**src/rtl/br_arb_pri_age_pkg.sv**
```systemverilog
// Shared definitions for the priority-aging stage in front of br_arb_pri_rr.
// Optional integration assertions: define BR_ARB_PRI_AGE_CHECKS_EN.
package br_arb_pri_age_pkg;

    localparam int MinRequesters   = 2;
    localparam int MinPriorities   = 2;
    localparam int MinAgeThreshold = 2;

    typedef enum logic [2:0] {
        AgeClear,
        AgeCount,
        AgeBoost,
        AgeStarve,
        AgeHold
    } age_action_e;

    // Priority as the arbiter sees it: anything past the top level collapses onto it.
    function automatic int unsigned clampPriority(input int unsigned pri,
                                                  input int unsigned numPriorities);
        return (pri >= numPriorities) ? (numPriorities - 1) : pri;
    endfunction

endpackage

```
**src/rtl/br_arb_pri_age_slice.sv**
```systemverilog
// One requester's aging state: wait counter, boost level, starved flag and the
// saturating effective-priority computation.
module br_arb_pri_age_slice
    import br_arb_pri_age_pkg::*;
#(
    parameter int NumPriorities = 4,
    parameter int AgeThreshold  = 8,
    localparam int PriorityWidth = $clog2(NumPriorities)
) (
    input  logic                     clk,
    input  logic                     rst_n,
    input  logic                     age_enable,
    input  logic                     in_request,
    input  logic [PriorityWidth-1:0] in_priority,
    input  logic                     grant,
    output logic [PriorityWidth-1:0] out_priority,
    output logic                     starved
);

    localparam int CntWidth = $clog2(AgeThreshold);
    localparam int SumWidth = PriorityWidth + 1;
    localparam logic [CntWidth-1:0]      LastCount = CntWidth'(AgeThreshold - 1);
    localparam logic [PriorityWidth-1:0] MaxPri    = PriorityWidth'(NumPriorities - 1);
    localparam logic [SumWidth-1:0]      MaxSum    = SumWidth'(NumPriorities - 1);

    logic [CntWidth-1:0]      r_wcnt;
    logic [PriorityWidth-1:0] r_boost;
    logic                     r_starved;

    logic [SumWidth-1:0]      w_sum;
    logic [PriorityWidth-1:0] w_effPri;
    logic                     w_waiting;
    age_action_e              w_action;

    // The extra sum bit keeps base+boost from wrapping before the clamp.
    always_comb begin
        w_sum    = {1'b0, in_priority} + {1'b0, r_boost};
        w_effPri = w_sum[PriorityWidth-1:0];
        if (w_sum > MaxSum) begin
            w_effPri = MaxPri;
        end
    end

    always_comb begin
        w_waiting = in_request & ~grant & age_enable;
        w_action  = AgeHold;
        if (!in_request || grant) begin
            w_action = AgeClear;
        end else if (w_waiting) begin
            if (r_wcnt == LastCount) begin
                w_action = (w_effPri < MaxPri) ? AgeBoost : AgeStarve;
            end else begin
                w_action = AgeCount;
            end
        end
    end

    always_ff @(posedge clk or negedge rst_n) begin
        if (!rst_n) begin
            r_wcnt    <= '0;
            r_boost   <= '0;
            r_starved <= 1'b0;
        end else begin
            case (w_action)
                AgeClear: begin
                    r_wcnt    <= '0;
                    r_boost   <= '0;
                    r_starved <= 1'b0;
                end
                AgeCount: begin
                    r_wcnt <= r_wcnt + 1'b1;
                end
                AgeBoost: begin
                    r_wcnt  <= '0;
                    r_boost <= r_boost + 1'b1;
                end
                AgeStarve: begin
                    r_wcnt    <= '0;
                    r_starved <= 1'b1;
                end
                default: begin
                    r_wcnt    <= r_wcnt;
                    r_boost   <= r_boost;
                    r_starved <= r_starved;
                end
            endcase
        end
    end

    assign out_priority = w_effPri;
    assign starved      = r_starved;

endmodule

```
**src/rtl/br_arb_pri_age.sv**
```systemverilog
// Priority-aging stage feeding br_arb_pri_rr: boosts requesters that wait too long.
// Optional integration assertions: define BR_ARB_PRI_AGE_CHECKS_EN.
module br_arb_pri_age
    import br_arb_pri_age_pkg::*;
#(
    parameter int NumRequesters = 2,
    parameter int NumPriorities = 4,
    parameter int AgeThreshold  = 8,
    localparam int PriorityWidth = $clog2(NumPriorities)
) (
    input  logic                                   clk,
    input  logic                                   rst_n,
    input  logic                                   age_enable,
    input  logic [NumRequesters-1:0]               in_request,
    input  logic [NumRequesters*PriorityWidth-1:0] in_priority,
    input  logic [NumRequesters-1:0]               grant,
    output logic [NumRequesters-1:0]               out_request,
    output logic [NumRequesters*PriorityWidth-1:0] out_priority,
    output logic [NumRequesters-1:0]               starved
);

    if (NumRequesters < MinRequesters) begin : g_badRequesters
        $error("br_arb_pri_age: NumRequesters must be at least 2");
    end
    if (NumPriorities < MinPriorities) begin : g_badPriorities
        $error("br_arb_pri_age: NumPriorities must be at least 2");
    end
    if (AgeThreshold < MinAgeThreshold) begin : g_badThreshold
        $error("br_arb_pri_age: AgeThreshold must be at least 2");
    end

    assign out_request = in_request;

    for (genvar i = 0; i < NumRequesters; i++) begin : g_slice
        br_arb_pri_age_slice #(
            .NumPriorities(NumPriorities),
            .AgeThreshold (AgeThreshold)
        ) u_slice (
            .clk         (clk),
            .rst_n       (rst_n),
            .age_enable  (age_enable),
            .in_request  (in_request[i]),
            .in_priority (in_priority[i*PriorityWidth +: PriorityWidth]),
            .grant       (grant[i]),
            .out_priority(out_priority[i*PriorityWidth +: PriorityWidth]),
            .starved     (starved[i])
        );
    end

`ifdef BR_ARB_PRI_AGE_CHECKS_EN
    a_grantOnehot0 : assert property (@(posedge clk) disable iff (!rst_n)
        $onehot0(grant));

    a_grantSubset : assert property (@(posedge clk) disable iff (!rst_n)
        (grant & ~out_request) == '0);

    for (genvar i = 0; i < NumRequesters; i++) begin : g_checks
        a_priInRange : assert property (@(posedge clk) disable iff (!rst_n)
            !out_request[i] ||
            (int'(out_priority[i*PriorityWidth +: PriorityWidth]) < NumPriorities));

        // A grant wipes the boost, so the arbiter must see the plain base level next.
        a_grantDropsBoost : assert property (@(posedge clk) disable iff (!rst_n)
            grant[i] |=> (!in_request[i] ||
                (int'(out_priority[i*PriorityWidth +: PriorityWidth]) ==
                 int'(clampPriority(int'(in_priority[i*PriorityWidth +: PriorityWidth]),
                                    NumPriorities)))));
    end
`else
    // Integration assertions are compiled out; datapath is unchanged.
`endif

endmodule

```
**config.mk**
```make
export PLATFORM = sky130hd
export DESIGN_NAME = br_arb_pri_age
export DESIGN_NICKNAME = d
export VERILOG_FILES = /design/src/rtl/br_arb_pri_age_pkg.sv /design/src/rtl/br_arb_pri_age_slice.sv /design/src/rtl/br_arb_pri_age.sv
export SDC_FILE = /design/constraint.sdc
export NUM_CORES = 1
export LEC_CHECK = 0
export ABC_AREA = 1
export CORE_MARGIN = 3
export CORE_UTILIZATION = 54
export DETAILED_ROUTE_END_ITERATION = 8
export DONT_BUFFER_PORTS = 1
export PLACE_DENSITY_LB_ADDON = 0.2
export SLEW_MARGIN = 20
export SYNTH_ARGS = -nofsm -noshare
export SYNTH_HDL_FRONTEND = slang
export SYNTH_SLANG_ARGS = --single-unit
```
**constraint.sdc**
```tcl
create_clock -name clk -period 1.5 [get_ports clk]
set_input_delay 0.225 -clock clk [delete_from_list [all_inputs] [get_ports clk]]
set_output_delay 0.225 -clock clk [all_outputs]
set_load 0.02 [all_outputs]
```
==> flow_metrics.py <==
metrics = {
    "clock_network": {
        "clock-root-buffer": "clkbuf_4",
        "cts_max_level": 1,
        "clock_path_buffers": 2,
        "numCtsBuffers": 3,
        "clock_latency_ns": 0.27,
        "cts_tree": "yes",
        "cts.sinks": 12,
        "clk_pin_slew_worst_paths_ns": 0.07,
    },
    "critical_path": {
        "critPathRequiredTime_ns": 1.27,
        "critPathTopFamily": "adder cells",
        "critPathCaptureType": "primary output",
        "cp_num_buf_inv": 0,
        "path_class": "flip-flop to primary output",
        "cp.arrival_ns": 1.55,
        "worstPathMaxFanout": 2,
        "r2r_slack_ns": -0.23,
        "slowest_stage": "fa_2",
        "cpPeakStageDelay_ns": 0.43,
        "crit_chain": "ha_2 > fa_2 > or2_4",
        "start_kind": "flip-flop",
    },
    "detailed_routing": {
        "vias_per_cell": 5.265,
        "post_drt_wl_per_cell_um": 12.60,
        "drc_errors": 0,
        "drt_iter0_drc": 6,
        "dr_total_vias": 616,
        "drtAntennaViolNets": 0,
        "dr.pass1.iters": 4,
        "wl_mm": 1.474,
    },
    "grt": {
        "grt_pass1_wl_mm": 2.366,
        "grt_overflow": 0,
        "grt_pass1_vias": 590,
        "grt_usage": 0.1664,
        "grt_max_degree": 13,
        "antenna_found_initial": 0,
    },
    "outcome": {
        "violations": "negative setup slack",
        "status": "finished with violations",
    },
    "logic_synthesis": {
        "synthesis.area_um2": 790.8,
        "syn_inst": 88,
        "ys_seq_elements": 12,
        "synth.area.top_cells": "dfrtp_1 (38%), ha_1 (9.5%), nand3_1 (7.6%)",
        "synth_top_area_cell": "dfrtp_1",
        "synth_fp_nets": 107,
        "seq_area_frac_synth": 0.3797,
        "syn_avg_cell_area_um2": 8.986,
        "netlist.area_leader.share": 0.3797,
        "yosys_warnings": 0,
        "ys_types": 19,
    },
    "floorplan": {
        "fp-row-count": 13,
        "dieHeight_um": 44.27,
        "die-area_um2": 1959,
        "die_w_um": 44.27,
        "coreArea_um2": 1334,
        "pin_count": 19,
        "start_util": 0.5929,
    },
    "sta": {
        "setup_tns_ns": -1.527,
        "finalClockSkew_ns": 0.0002576,
        "setup_viol": 9,
        "slew_violations": 0,
        "relSlewSlack": 0.6265,
        "setup_ws_ns": -0.2726,
        "rsz0062_at_grt": "true",
        "worstMarginPinSlew_ns": 0.5584,
        "max_freq_mhz": 564.1,
        "hold_viol": 0,
        "period_minus_slack_ns": 1.773,
        "holdWs_ns": 0.09518,
        "final.period_utilization": 1.182,
    },
    "placed_design": {
        "place_congestion": 0.6948,
        "dp_slack_ns": -0.06433,
        "place_inst": 103,
        "dp_hpwl_mm": 1.029,
        "portBuffers": 0,
        "placedInstanceArea_um2": 823.3,
    },
    "power_and_ir_drop": {
        "internal_power_mw": 0.4578,
        "seq_power_share": 0.540,
        "p_leak_nw": 0.5308,
        "power.share.switching": 0.2490,
        "combinationalPowerShare": 0.141,
        "p_sw_mw": 0.1518,
        "peakVddDrop_uv": 456.1,
        "powerDensity_nw_per_um2": 615.1,
        "power_frac_clock": 0.319,
        "power_mw": 0.6095,
    },
    "hold_path": {
        "holdCritPathClass": "input port to flip-flop",
    },
    "finish": {
        "final_nets": 123,
        "fin_cells": 117,
        "n_antenna_cell": 0,
        "utilization": 0.7430,
        "area_growth_pct": 25.32,
        "finish.instance_area_um2": 991.0,
        "drive_above_1_share": 0.4216,
    },
    "flow_run": {
        "maxCapViolations": 0,
    },
}
[routing by layer]
| metal | share of wire | vias to the layer above | global-route usage | routed length [um] |
|---|---|---|---|---|
| met3 | 0.067 | 4 | 0.03659 | 99 |
| met5 | 0 | - | 0 | 0 |
| met2 | 0.46 | 17 | 0.2674 | 676 |
| met1 | 0.45 | 286 | 0.1964 | 670 |
| li1 | - | 309 | - | - |
| met4 | 0.019 | 0 | 0.1145 | 28 |
[layout make-up]
class	instances	area [um^2]
multi-input cells	58	466.7
fillers	93	342.8
flip-flops and latches	12	300.3
repair buffers	16	133.9
inverters	13	48.80
clock buffers	3	22.52
well taps	15	18.77
[registers in the layout (all words and copies together), names as in the netlist]
signal and flops:
g_slice.u_slice.r_wcnt 6, g_slice.u_slice.r_boost 4, g_slice.u_slice.starved 2
[cell usage after synthesis, drive strengths merged]
cell type and number:
a21oi 4, buf 5, dfrtp 12, fa 2, ha 6, inv 13, nand2 18, nand3 12
nand3b 2, nor2 4, o21ai 4, or2 2, xnor2 2, xor2 2
[repair_timing]
item,in CTS,in global routing
endpoints found under the setup margin,10,10
cloned,0,0
buffers inserted,7,3
resized for setup,10,6
pin swaps,2,4
hold buffers,1,0
hold endpoints to repair,12,0
[logic make-up after synthesis]
| family | after synthesis | share of synthesized area |
|---|---|---|
| AOI/OAI and AO/OA | 8 | 0.05062 |
| xor gates and xnor gates | 4 | 0.04431 |
| adders and majority gates | 8 | 0.1456 |
| buffers and inverters | 18 | 0.1139 |
| DFF | 12 | 0.3797 |
| and+or+nand+nor | 38 | 0.2658 |
[cell usage in the layout (no fill, tap or decap), types with 3 or more instances in the layout]
cell type  count
buf_4         12
nand2_2        6
nand3_1        8
o21ai_0        3
buf_6          3
nand2_1       10
clkbuf_4       3
inv_1         11
ha_1           4
nand3_2        4
dfrtp_1       12
[final timing paths]
kind,from,endpoint,cells past startpoint
worst max-delay path,g_slice[1].u_slice.r_boost[0],out_priority[3],3
worst min-delay path,age_enable,g_slice[1].u_slice.r_wcnt[2],2
worst max register to register,g_slice[0].u_slice.r_boost[0],g_slice[0].u_slice.r_boost[1],8
worst min register to register,g_slice[1].u_slice.r_wcnt[1],g_slice[1].u_slice.r_wcnt[1],2
max in group asynchronous,rst_n,g_slice[1].u_slice.r_wcnt[0],1
min in group asynchronous,rst_n,g_slice[0].u_slice.starved,1
[power groups by stage]
stage	registers [mW]	logic, mW	clock network [mW]
after global placement	0.336	0.0546	0
after floorplan	0.335	0.0601	0
after global routing	0.330	0.0944	0.214
after CTS	0.329	0.0802	0.205
final	0.329	0.0858	0.194
after detailed placement	0.336	0.0566	0
(Power assumes the default switching activity.)
==> patch, RTL diff (same flow settings) <==
Reset style: synchronous (`rst_n`), changed in one clocked block.
--- a/src/rtl/br_arb_pri_age_slice.sv
+++ b/src/rtl/br_arb_pri_age_slice.sv
@@ -56,5 +56,5 @@
     end
 
-    always_ff @(posedge clk or negedge rst_n) begin
+    always_ff @(posedge clk) begin
         if (!rst_n) begin
             r_wcnt    <= '0;
Function: differs if rst_n is asserted again (counterexample within 10 cycles, from zero or initial values and one cycle with rst_n low); with rst_n held inactive, the same outputs for 10 cycles.
==> patch against the original RTL <==
- the run still ends with negative setup slack left
- total power is 1.2% lower
- register-to-register slack better by 60 ps
- largest power group unchanged
- sequential share of layout area down 4.2 points
- sequential power fell by 2%
- critical path type unchanged
- fmax shrank 1.3%
- area after synthesis down 9.7%
- largest cell class unchanged
- wire length down 4.7%
- final area down 6.2%
- sequential cell count did not move
- die area down 8.4%
- worst setup slack got worse by 24 ps
==> patch: results (changes against the original RTL) <==
[drt]
m1WireLength_um=623  ; -7.0%
via_per_inst=5.19  ; -1.5%
wl_met3_um=70  ; -29%
wl_um=1410  ; -4.7%
drtIter0Drc=3  ; -3
dr_wl_met2_um=695  ; +2.8%

[sta]
holdWs_ps=107  ; +12.1 ps
tightest_slew_ps=402  ; -156 ps
setup_viol=9  ; unchanged
setup_ws_ps=-296  ; -23.6 ps

[placed_design]
dpl.hpwl_um=1010  ; -1.5%
gp_congestion=0.682  ; -1.9%
place_area_um2=801  ; -2.7%

[power]
power_frac_seq_pct=53.6  ; -0.4 points
worst_ir_drop_vdd_mv=0.513  ; +13%
comb_power_share_pct=13.5  ; -0.6 points
cellInternalPower_mw=0.450  ; -1.8%
powerDensity_nw_per_um2=648  ; +5.3%

[worst_setup_path]
startpoint=g_slice[1].u_slice.r_boost[0]
r2r_cells=9  ; +1
rrSetupSlack_ps=-170  ; +60 ps
cp_max_fo=3  ; +1

[min_path]
hold_path_end=g_slice[0].u_slice.r_wcnt[2]

[grt]
met3_usage_pct=8.15  ; +4.5 points
grt_pass1_vias=570  ; -3.4%
grt_pass1_wl_um=2330  ; -1.7%

[finish]
stdcell_count=112  ; -4.3%
drive_gt1_share_pct=38.8  ; -3.4 points

[synthesis]
yosys.cell_types.count=22  ; +3
async_flop_share_pct=0  ; -100 points
synth_area_leaders=dfxtp_1, ha_1, nand2_1
synthTopCellsByCount=nand2_1, dfxtp_1, inv_1, nand3_1, a21oi_1

[outcome]
outcome=complete, but fails checks
violations=negative setup slack

## patch: kinds of logic (layout without fill, tap and decap cells)
family | count (synthesis) | in the layout | share of synthesized area, %
flip-flops | 12 | 12 | 33.6
XOR/XNOR | 3 | 3 | 3.68
adder cells (fa/ha/maj) | 8 | 8 | 16.1
AND/OR/NAND/NOR | 39 | 39 | 26.8
AO/OA/AOI/OAI | 11 | 11 | 8.23
buffers and inverters | 17 | 25 | 11.6
## patch: area by class of cell
class                      count  area, um^2  share of cell area [%]
multi-input combinational     61         498                    53.6
sequential                    12         243                    26.1
timing repair buffer          11         105                    11.3
inverter                      11        43.8                    4.71
clock buffer                   3        22.5                    2.42
tap                           14        17.5                    1.88
## patch: repair_timing
action	4_1_cts	5_1_grt
setup buffers	1	1
endpoints found under the setup margin	8	9
gates resized for setup	8	12
pin swaps	3	4
hold endpoints to repair	0	0
gates cloned	0	0
